--- config.mk ---
export PLATFORM = sky130hd
export DESIGN_NAME = vga_timing_gen
export DESIGN_NICKNAME = d
export VERILOG_FILES = /design/src/rtl/vga_timing_pkg.sv /design/src/rtl/pix_tick_gen.sv /design/src/rtl/vga_timing_gen.sv
export SDC_FILE = /design/constraint.sdc
export NUM_CORES = 1
export LEC_CHECK = 0
export CAP_MARGIN = 20
export CORE_UTILIZATION = 49
export DETAILED_ROUTE_END_ITERATION = 10
export PLACE_DENSITY = 0.78
export SLEW_MARGIN = 5
export SYNTH_ARGS = -nofsm -noshare
export SYNTH_HDL_FRONTEND = slang
export SYNTH_SLANG_ARGS = --single-unit
--- constraint.sdc ---
create_clock -name clk -period 2.4 [get_ports clk]
set_clock_uncertainty 0.2 [all_clocks]
set_input_delay 0.36 -clock clk [delete_from_list [all_inputs] [get_ports clk]]
set_output_delay 0.36 -clock clk [all_outputs]
set_load 0.005 [all_outputs]
--- src/rtl/vga_timing_pkg.sv ---
// Shared timing constants and sizing helpers for the VGA raster generator.
// The defaults describe standard 640x480@60 with a 25 MHz pixel rate.
package vga_timing_pkg;

  localparam int DEF_H_ACTIVE = 640;
  localparam int DEF_H_FP     = 16;
  localparam int DEF_H_SYNC   = 96;
  localparam int DEF_H_BP     = 48;
  localparam int DEF_V_ACTIVE = 480;
  localparam int DEF_V_FP     = 10;
  localparam int DEF_V_SYNC   = 2;
  localparam int DEF_V_BP     = 33;
  localparam int DEF_CLK_DIV  = 2;

  // Full period of one axis: active area plus all blanking segments.
  function automatic int timing_total(input int active, input int fp,
                                      input int sync, input int bp);
    return active + fp + sync + bp;
  endfunction

  // Minimum counter width able to hold total-1.
  function automatic int cnt_width(input int total);
    return (total > 1) ? $clog2(total) : 1;
  endfunction

endpackage

--- src/rtl/pix_tick_gen.sv ---
// Pixel clock-enable divider: pix_tick is high for one clk out of every CLK_DIV.
// With CLK_DIV=1 the count never leaves 0, so the tick is permanently high.
module pix_tick_gen #(
  parameter int CLK_DIV = 2
) (
  input  logic clk,
  input  logic reset,
  output logic pix_tick
);

  localparam int DW = (CLK_DIV > 1) ? $clog2(CLK_DIV) : 1;
  localparam logic [DW-1:0] DIV_LAST = DW'(CLK_DIV - 1);

  logic [DW-1:0] div_cnt;

  // NOTE: sequential state uses non-blocking assignments so every register
  // samples the pre-edge value of its neighbours, independent of block order.
  always_ff @(posedge clk) begin
    if (reset) begin
      div_cnt <= '0;
    end else if (div_cnt == DIV_LAST) begin
      div_cnt <= '0;
    end else begin
      div_cnt <= div_cnt + 1'b1;
    end
  end

  assign pix_tick = (div_cnt == DIV_LAST);

endmodule

--- src/rtl/vga_timing_gen.sv ---
// Parametrised VGA raster timing generator with colour gating, line/frame
// strobes and a completed-frame counter. All outputs except pix_tick are registered.
module vga_timing_gen
  import vga_timing_pkg::*;
#(
  parameter int H_ACTIVE = DEF_H_ACTIVE,
  parameter int H_FP     = DEF_H_FP,
  parameter int H_SYNC   = DEF_H_SYNC,
  parameter int H_BP     = DEF_H_BP,
  parameter int V_ACTIVE = DEF_V_ACTIVE,
  parameter int V_FP     = DEF_V_FP,
  parameter int V_SYNC   = DEF_V_SYNC,
  parameter int V_BP     = DEF_V_BP,
  parameter int CLK_DIV  = DEF_CLK_DIV,
  parameter bit HS_POL   = 1'b0,
  parameter bit VS_POL   = 1'b0,
  parameter int COLOR_W  = 4,
  parameter int CNT_W    = 10,
  parameter int FRAME_W  = 8
) (
  input  logic               clk,
  input  logic               reset,
  input  logic [COLOR_W-1:0] iRED,
  input  logic [COLOR_W-1:0] iGREEN,
  input  logic [COLOR_W-1:0] iBLUE,
  output logic               VGA_HSYNC,
  output logic               VGA_VSYNC,
  output logic [COLOR_W-1:0] VGA_R,
  output logic [COLOR_W-1:0] VGA_G,
  output logic [COLOR_W-1:0] VGA_B,
  output logic [CNT_W-1:0]   x_cor,
  output logic [CNT_W-1:0]   y_cor,
  output logic               video_on,
  output logic               pix_tick,
  output logic               line_start,
  output logic               frame_start,
  output logic [FRAME_W-1:0] frame_cnt
);

  localparam int H_TOTAL = timing_total(H_ACTIVE, H_FP, H_SYNC, H_BP);
  localparam int V_TOTAL = timing_total(V_ACTIVE, V_FP, V_SYNC, V_BP);

  localparam logic [CNT_W-1:0] H_LAST   = CNT_W'(H_TOTAL - 1);
  localparam logic [CNT_W-1:0] V_LAST   = CNT_W'(V_TOTAL - 1);
  localparam logic [CNT_W-1:0] H_VIS    = CNT_W'(H_ACTIVE);
  localparam logic [CNT_W-1:0] V_VIS    = CNT_W'(V_ACTIVE);
  localparam logic [CNT_W-1:0] HS_START = CNT_W'(H_ACTIVE + H_FP);
  localparam logic [CNT_W-1:0] HS_END   = CNT_W'(H_ACTIVE + H_FP + H_SYNC);
  localparam logic [CNT_W-1:0] VS_START = CNT_W'(V_ACTIVE + V_FP);
  localparam logic [CNT_W-1:0] VS_END   = CNT_W'(V_ACTIVE + V_FP + V_SYNC);

  logic [CNT_W-1:0]   h_cnt;
  logic [CNT_W-1:0]   v_cnt;
  logic [FRAME_W-1:0] frame_q;
  logic               h_wrapped;
  logic               f_wrapped;

  logic h_end;
  logic v_end;
  logic hs_window;
  logic vs_window;
  logic active;

  pix_tick_gen #(
    .CLK_DIV (CLK_DIV)
  ) u_pix_tick_gen (
    .clk      (clk),
    .reset    (reset),
    .pix_tick (pix_tick)
  );

  assign h_end = (h_cnt == H_LAST);
  assign v_end = (v_cnt == V_LAST);

  // Raster state. The wrap flags sit alongside the counters so the strobes
  // fire only on a real transition to 0, never on the first cycle after reset.
  always_ff @(posedge clk) begin
    if (reset) begin
      h_cnt     <= '0;
      v_cnt     <= '0;
      frame_q   <= '0;
      h_wrapped <= 1'b0;
      f_wrapped <= 1'b0;
    end else begin
      h_wrapped <= pix_tick && h_end;
      f_wrapped <= pix_tick && h_end && v_end;
      if (pix_tick) begin
        h_cnt <= h_end ? '0 : h_cnt + 1'b1;
        if (h_end) begin
          v_cnt <= v_end ? '0 : v_cnt + 1'b1;
          if (v_end) begin
            frame_q <= frame_q + 1'b1;
          end
        end
      end
    end
  end

  // NOTE: pure continuous decode with no conditional paths, so no latch can form.
  assign hs_window = (h_cnt >= HS_START) && (h_cnt < HS_END);
  assign vs_window = (v_cnt >= VS_START) && (v_cnt < VS_END);
  assign active    = (h_cnt < H_VIS) && (v_cnt < V_VIS);

  // Output stage: one clk behind the counters; colour is sampled in the same clk.
  always_ff @(posedge clk) begin
    if (reset) begin
      VGA_HSYNC   <= ~HS_POL;
      VGA_VSYNC   <= ~VS_POL;
      VGA_R       <= '0;
      VGA_G       <= '0;
      VGA_B       <= '0;
      x_cor       <= '0;
      y_cor       <= '0;
      video_on    <= 1'b0;
      line_start  <= 1'b0;
      frame_start <= 1'b0;
      frame_cnt   <= '0;
    end else begin
      VGA_HSYNC   <= hs_window ? HS_POL : ~HS_POL;
      VGA_VSYNC   <= vs_window ? VS_POL : ~VS_POL;
      VGA_R       <= active ? iRED   : '0;
      VGA_G       <= active ? iGREEN : '0;
      VGA_B       <= active ? iBLUE  : '0;
      x_cor       <= h_cnt;
      y_cor       <= v_cnt;
      video_on    <= active;
      line_start  <= h_wrapped;
      frame_start <= f_wrapped;
      frame_cnt   <= frame_q;
    end
  end

endmodule

-- Word-level counts from Yosys, hierarchy flattened
Index checks and enable logic that the tools add are counted.
- word-level logic and storage cells: 43
- input port bits: 14
- register bits after elaboration: 76
- bitwise logic cells: 1
- muxes and demuxes: 4
- $add $sub $neg: 4
- reduce and logical (&&, ||, !) cells: 9
- equality and inequality tests: 2
- order comparisons: 6
- operators by type and width (kind ; number):
    10-bit by 1-bit adder with 10-bit output, second input constant ; 2
    10-bit equality test, second input constant ; 2
    10-bit < comparator, second input constant ; 2
    10-bit by 9-bit < comparator with 1-bit output, second input constant ; 2
    10-bit 2-to-1 mux ; 2
    10-bit >= comparator, second input constant ; 1
    10-bit by 9-bit >= comparator with 1-bit output, second input constant ; 1
    8-bit by 1-bit adder with 8-bit output, second input constant ; 1
    1-bit logical AND ; 5
    2-bit OR reduction ; 2
    3-bit AND reduction ; 1
    1-bit 2-to-1 mux ; 2
    2-bit AND reduction ; 1
    1-bit adder, second input constant ; 1
    1-bit inverter ; 1

-- Depth between registers and ports, before layout
Gate-level depths: netlist (run 1).
- depth after elaboration: 4
- gate-level depth with buffers: 7

-- Hierarchy
A second synthesis (run 1) with hierarchy kept.
- cells, all modules: 270
- area total of the unflattened synthesis: 2707.6 um2
- by module, submodules not included (module ; times used ; cells an instance ; area each (um2) ; sequential area each (um2)):
    vga_timing_gen ; 1 ; 268 ; 2683.8 ; 1501.4
    pix_tick_gen ; 1 ; 2 ; 23.8 ; 20.0

-- Worst setup path before layout (run 1)
No wires, ideal clock.
- path type: reg2reg
- start point: register u_pix_tick_gen.div_cnt, in the netlist u_pix_tick_gen.pix_tick
- end point: register v_cnt[8]
- setup slack: 0.455 ns
- data arrival time: 1.678 ns
- cell stages (with the launch flop): 7
- path buffers: 2
- path through: dfxtp_1 -> buf_2 -> and4_1 -> nand4_2 -> buf_6 -> or4_4 -> a21oi_2
- longest elaborated chain between the ends: 1
- RTL lines (element ; RTL line ; source):
    start: declaration ; pix_tick_gen.sv:14 ; logic [DW-1:0] div_cnt;
    start signal: assignment ; pix_tick_gen.sv:24 ; div_cnt <= div_cnt + 1'b1;
    2-bit AND reduction (no line) ; n/a ;
    end signal: assignment ; vga_timing_gen.sv:90 ; v_cnt <= v_end ? '0 : v_cnt + 1'b1;
    end: declaration ; vga_timing_gen.sv:53 ; logic [CNT_W-1:0] v_cnt;
Every way passes these cells.
A chain may end at the register's enable or synchronous reset.

-- Worst setup path in the final report (run 1)
- start point: register v_cnt[0]
- end point: register frame_q[7]
- longest elaborated chain between the ends: 2
- RTL lines (element ; RTL line ; source):
    10-bit equality test ; vga_timing_gen.sv:73 ; assign v_end = (v_cnt == V_LAST);
    3-bit AND reduction (no line) ; n/a ;
    end signal: assignment ; vga_timing_gen.sv:92 ; frame_q <= frame_q + 1'b1;
    end: declaration ; vga_timing_gen.sv:54 ; logic [FRAME_W-1:0] frame_q;
Every way passes these cells.

==> results.json, run 1 <==
{
  "seq_area_sq_um": 1520,
  "firstDrtPassIters": 4,
  "yosysMostFrequentCell": "dfxtp_1",
  "worstHoldPathCells": 1,
  "min_period_over_period_pct": 86.7,
  "muxShareOfSynthArea_pct": 1.23,
  "worst_pin_slew_ps": 548,
  "synth_top_family_by_area": "simple AND/OR/NAND/NOR gates",
  "route.detailed.drc": 0,
  "worst_hold_slack_ps": 242,
  "fill_cells": 419,
  "leakagePower_nw": 1.32,
  "port_buffers": 59,
  "dpl.hpwl_um": 3470,
  "synth_warnings": 0,
  "synth_cell_types": 38,
  "area_delta_synth_final_pct": 32.3,
  "start_kind": "register",
  "stdcell_area_sq_um": 3620,
  "p_int_mw": 2.01,
  "end_kind": "register",
  "syn_nets": 292,
  "grt_max_degree": 33,
  "num_rows": 26,
  "cts_tree": "done",
  "post_cts_buffers": 0,
  "fin_tns_setup_ps": 0,
  "p_sw_mw": 0.500,
  "numCtsBuffers": 9,
  "critPathKind": "register to register",
  "max_cap_viol_count": 0,
  "timing.final.crit_period_ps": 2080,
  "swShare_pct": 19.9,
  "netlist_area_sq_um": 2740,
  "maxSlewHeadroom_pct": 63.5,
  "cellPowerDensity_nw_per_um2": 693,
  "h-tree-depth": 3,
  "synth_area_leaders": "dfxtp_1 (56%), nor2b_1 (5.9%), and2_1 (3.0%)",
  "die_area_sq_um": 5890,
  "cts_root_buffer": "clkbuf_8",
  "cts_resized": 0,
  "p_seq_share_pct": 51.3,
  "hold_violations": 0,
  "r2r_start": "v_cnt[0]",
  "die_w_um": 76.7,
  "fmax_mhz": 481,
  "crit_required_ps": 2480,
  "multi_input_area_sq_um": 1110,
  "synth_top_cell_by_area": "dfxtp_1",
  "initial_core_util_pct": 52.2,
  "routed_via_density": 5.12,
  "synth_cells": 272,
  "synth_seq_cells": 76,
  "vias": 2077,
  "setup_viol": 0,
  "yosysSeqAreaShare_pct": 55.6,
  "avgSynthCellArea_sq_um": 10.1,
  "r2r_cells": 7,
  "slew_violations": 0,
  "synth_adder_area_share_pct": 2.74,
  "synth-simple-area-share_pct": 26.2,
  "antenna_cells": 0,
  "core_area_sq_um": 5240,
  "grt_pass1_wl_um": 8910,
  "synth_xor_area_share_pct": 2.88,
  "hp-start": "f_wrapped",
  "ir_drop_mv": 0.513,
  "drive_gt1_share_pct": 8.63,
  "ys_top_cells_by_count": "dfxtp_1 (76), nor2b_1 (26), nor2_1 (15)",
  "synth_compound_area_share_pct": 7.64,
  "holdPathEnd": "frame_start",
  "clkSlewWorstSetupHoldPaths_ps": 80,
  "drt-initial-drc-count": 163,
  "async_flop_share_pct": 0,
  "grt_pass1_vias": 2023,
  "dpl-instance-area_sq_um": 3380,
  "power_frac_clock_pct": 44.7,
  "gp_congestion": 0.823,
  "clk_latency_ps": 350,
  "hold_path.class": "register to register",
  "synth_top_area_share_pct": 55.6,
  "routed_wl_um": 5310,
  "r2r-end": "frame_q[7]",
  "crit_fanout": 16,
  "combPwrFrac_pct": 4.0,
  "rsz0062_at_grt": "false",
  "wl_per_cell_um": 13.1,
  "holdBufCountCts": 0,
  "cts_buffer_depth": 2,
  "dieHeight_um": 76.7,
  "synth_edf_count": 0,
  "ios": 60,
  "synthFlopType": "dfxtp_1",
  "detail-route-antenna-nets": 0,
  "finalNetCount": 351,
  "arrival_ps": 2160,
  "status": "finished clean",
  "antenna_found_initial": 0,
  "rrSetupSlack_ps": 320,
  "track_usage_pct": 19.2,
  "cts.sinks": 76,
  "overflow": 0
}
==> cells in the final DEF (no fill, tap or decap), drive strengths merged, types with 10 or more instances in the layout <==
cell type | Yosys | routed
clkdlybuf4s50 | 0 | 58
nor2 | 15 | 15
and2 | 13 | 13
dfxtp | 76 | 76
a21oi | 15 | 15
nand3 | 12 | 12
clkbuf | 12 | 13
nor3 | 13 | 13
nor2b | 26 | 26
o21ai | 10 | 10
==> worst max-delay path, stage by stage, from the launching register on <==
cell	delay, ps
dfxtp_1	340
inv_1	120
ha_1	150
nor4bb_1	270
nand4_1	120
buf_4	210
or4_1	480
a21oi_1	150
==> layer usage <==
metal  up-vias  global-route usage [%]  part of all wire, %
li1       1055                       -                    -
met1       955                    21.7                   44
met2        56                    32.7                   49
met3        11                    6.07                  5.4
met4         0                    9.42                  2.0
met5         -                       0                    0
==> flip-flops by register name, indices dropped and copies added (netlist names), 4 cells and up <==
register / flops
frame_cnt: 8
VGA_B: 4
VGA_R: 4
y_cor: 10
VGA_G: 4
x_cor: 10
v_cnt: 10
frame_q: 8
h_cnt: 10
==> kinds of logic after synthesis <==
group                    Yosys count
multiplexers                       3
AND/OR/NAND/NOR                  120
AO/OA/AOI/OAI                     35
XOR/XNOR                           9
flip-flops                        76
buffers and inverters             23
adder cells (fa/ha/maj)            6
==> area by class of cell <==
type / instances / area share [%]
Multi-Input combinational cell: 173 / 30.7
Clock inverter: 3 / 1.87
Tap cell: 70 / 2.42
Clock buffer: 13 / 4.67
Sequential cell: 76 / 42.0
Timing Repair Buffer: 64 / 17.6
Inverter: 7 / 0.726
==> power groups by stage <==
stage	Combinational, mW	Clock [mW]	Sequential [mW]
5_1_grt	0.109	1.20	1.29
3_5_place_dp	0.0999	0	1.32
3_3_place_gp	0.0973	0	1.31
4_1_cts	0.102	1.13	1.29
6_report	0.100	1.12	1.29
2_1_floorplan	0.0365	0	1.32
==> worst max-delay path by stage <==
stage	from	end	slack, ps	depth (start not counted)
2_1_floorplan	u_pix_tick_gen.pix_tick	v_cnt[8]	460	6
3_3_place_gp	h_cnt[5]	v_cnt[8]	410	5
3_5_place_dp	v_cnt[0]	frame_q[7]	340	7
4_1_cts	v_cnt[0]	frame_q[7]	330	7
5_1_grt	v_cnt[1]	frame_q[4]	140	7
6_report	v_cnt[0]	frame_q[7]	320	7
==> stage by stage <==
step | std cells | utilization, % | setup slack (ps) | total power [mW]
after floorplan | 272 | - | 455 | 1.35
after global placement | 390 | 64.6 | 412 | 1.41
after detailed placement | 390 | 64.6 | 340 | 1.42
after CTS | 406 | 69.1 | 332 | 2.52
after global routing | 406 | 69.1 | 139 | 2.59
final | 406 | 69.1 | 319 | 2.51
Note: power is estimated with default switching activity, not from simulation.
==> run 2: changes to the inputs <==
CORE_UTILIZATION = 33   (was 49)
DONT_BUFFER_PORTS = 1   (was default)
PLACE_DENSITY = default   (was 0.78)
clock period = 1.95 ns   (was 2.4 ns; I/O delays follow)
==> results.json, run 2 (synthesized netlist as in run 1, its figures left out) <==
{
  "status": "complete, but fails checks",
  "violations": "negative setup slack",
  "clk_latency_ps": 360,
  "slew_violations": 0,
  "r2r_start": "v_cnt[0]",
  "layout_common_cells": "dfxtp_1 (73), buf_4 (29), nor2b_1 (26), nor2_1 (15), and2_1 (13)",
  "die_area_sq_um": 8660,
  "routed_via_density": 4.74,
  "drive_gt1_share_pct": 23.3,
  "gp_congestion": 0.796,
  "dp_slack_ps": -55.9,
  "num_rows": 32,
  "swShare_pct": 23.7,
  "antenna_found_initial": 0,
  "grt_pass1_vias": 1887,
  "maxSlewHeadroom_pct": 79.9,
  "holdPathEnd": "u_pix_tick_gen.pix_tick",
  "clkSlewWorstSetupHoldPaths_ps": 80,
  "setup_viol": 1,
  "max_cap_viol_count": 0,
  "overflow": 0,
  "hold_violations": 0,
  "area_delta_synth_final_pct": 27.4,
  "numCtsBuffers": 9,
  "critPathKind": "register to register",
  "vias": 1992,
  "fmax_mhz": 511,
  "antenna_cells": 0,
  "r2r-end": "frame_q[5]",
  "cellPowerDensity_nw_per_um2": 838,
  "detail-route-antenna-nets": 0,
  "stdcell_area_sq_um": 3490,
  "grtUsageMet1_pct": 16.1,
  "cts.sinks": 76,
  "fin_tns_setup_ps": -8.54,
  "track_usage_pct": 13.5,
  "port_buffers": 0,
  "dpl.hpwl_um": 3360,
  "setup_ws_ps": -8.54,
  "die_w_um": 93.1,
  "ios": 60,
  "min_period_over_period_pct": 100,
  "firstDrtPassIters": 4,
  "final_common_cell": "dfxtp_1",
  "crit_required_ps": 2050,
  "dpl-instance-area_sq_um": 3030,
  "grt_pass1_wl_um": 8920,
  "final_util_pct": 44.2,
  "met2_usage_pct": 19.8,
  "timing.final.crit_period_ps": 1960,
  "core_area_sq_um": 7890,
  "route.detailed.drc": 0,
  "p_seq_share_pct": 54.2,
  "power_frac_clock_pct": 42.7,
  "p_sw_mw": 0.691,
  "h-tree-depth": 3,
  "finalNetCount": 333,
  "end_kind": "register",
  "cts_root_buffer": "clkbuf_8",
  "worstHoldPathCells": 2,
  "drt-initial-drc-count": 39,
  "use_met3_pct": 7.97,
  "worst_pin_slew_ps": 299,
  "grt_max_degree": 54,
  "combPwrFrac_pct": 3.1,
  "p_int_mw": 2.23,
  "rrSetupSlack_ps": -9,
  "cts_buffer_depth": 2,
  "wl_per_cell_um": 13.2,
  "routed_wl_um": 5550,
  "initial_core_util_pct": 34.7,
  "rsz0062_at_grt": "true",
  "r2r_cells": 7,
  "crit_fanout": 5,
  "dieHeight_um": 93.1,
  "start_kind": "register",
  "cts_tree": "done",
  "gr-max-usage-layer": "met2",
  "leakagePower_nw": 1.34,
  "hold_path.class": "input pin to register",
  "arrival_ps": 2060,
  "hp-start": "reset",
  "ir_drop_mv": 0.420,
  "worst_hold_slack_ps": 30.6
}
[run 2: metal layers]
metal  vias up  share of wire [%]  routed length, um
li1       1017                  -                  -
met1       907                 47               2590
met2        62                 44               2460
met3         6                7.7                429
met4         0                1.3                 71
met5         -                  0                  0
[run 2: repair_timing]
item	in CTS	in global routing
pin swaps	5	9
hold buffers	13	0
gates resized for setup	4	21
buffers inserted	0	2
endpoints found under the setup margin	8	9
cloned	1	0
hold endpoints to repair	67	0
[run 2: through the flow]
step,cells,power (mW)
after CTS,418,2.98
after global routing,420,3.05
after detailed placement,388,1.67
after global placement,388,1.67
final,420,2.92
after floorplan,272,1.67
[run 2: worst max-delay path: stages (launching register included)]
cell and delay, ps:
dfxtp_2 330, inv_2 50, ha_2 150, nor4bb_4 180, nand4_1 200, buf_6 190
or4_4 480, a21oi_2 120
[run 2: layout make-up]
class                           count  area (sq um)
Clock inverter                      7          83.8
Fill cell                         762          4400
Timing Repair Buffer               46           412
Inverter                            7          26.3
Tap cell                          102           128
Multi-Input combinational cell    173          1190
Sequential cell                    76          1530
Clock buffer                        9           124
[run 2: power by group through the flow]
stage          combinational [mW]  sequential [mW]  clock, mW
2_1_floorplan              0.0449             1.62          0
3_3_place_gp               0.0502             1.62          0
3_5_place_dp               0.0509             1.62          0
4_1_cts                    0.0913             1.58       1.30
5_1_grt                     0.100             1.59       1.36
6_report                   0.0904             1.58       1.25
[run 2: how the worst max path moves through the flow]
stage                             from         end  slack [ps]  cells after the start
3_5_place_dp                  v_cnt[1]  frame_q[6]         -60                      7
4_1_cts                       v_cnt[0]  frame_q[4]           2                      7
3_3_place_gp                  h_cnt[5]    v_cnt[8]          30                      5
6_report                      v_cnt[0]  frame_q[5]          -9                      7
2_1_floorplan  u_pix_tick_gen.pix_tick    v_cnt[8]           5                      6
5_1_grt                       v_cnt[0]  frame_q[1]        -110                      8
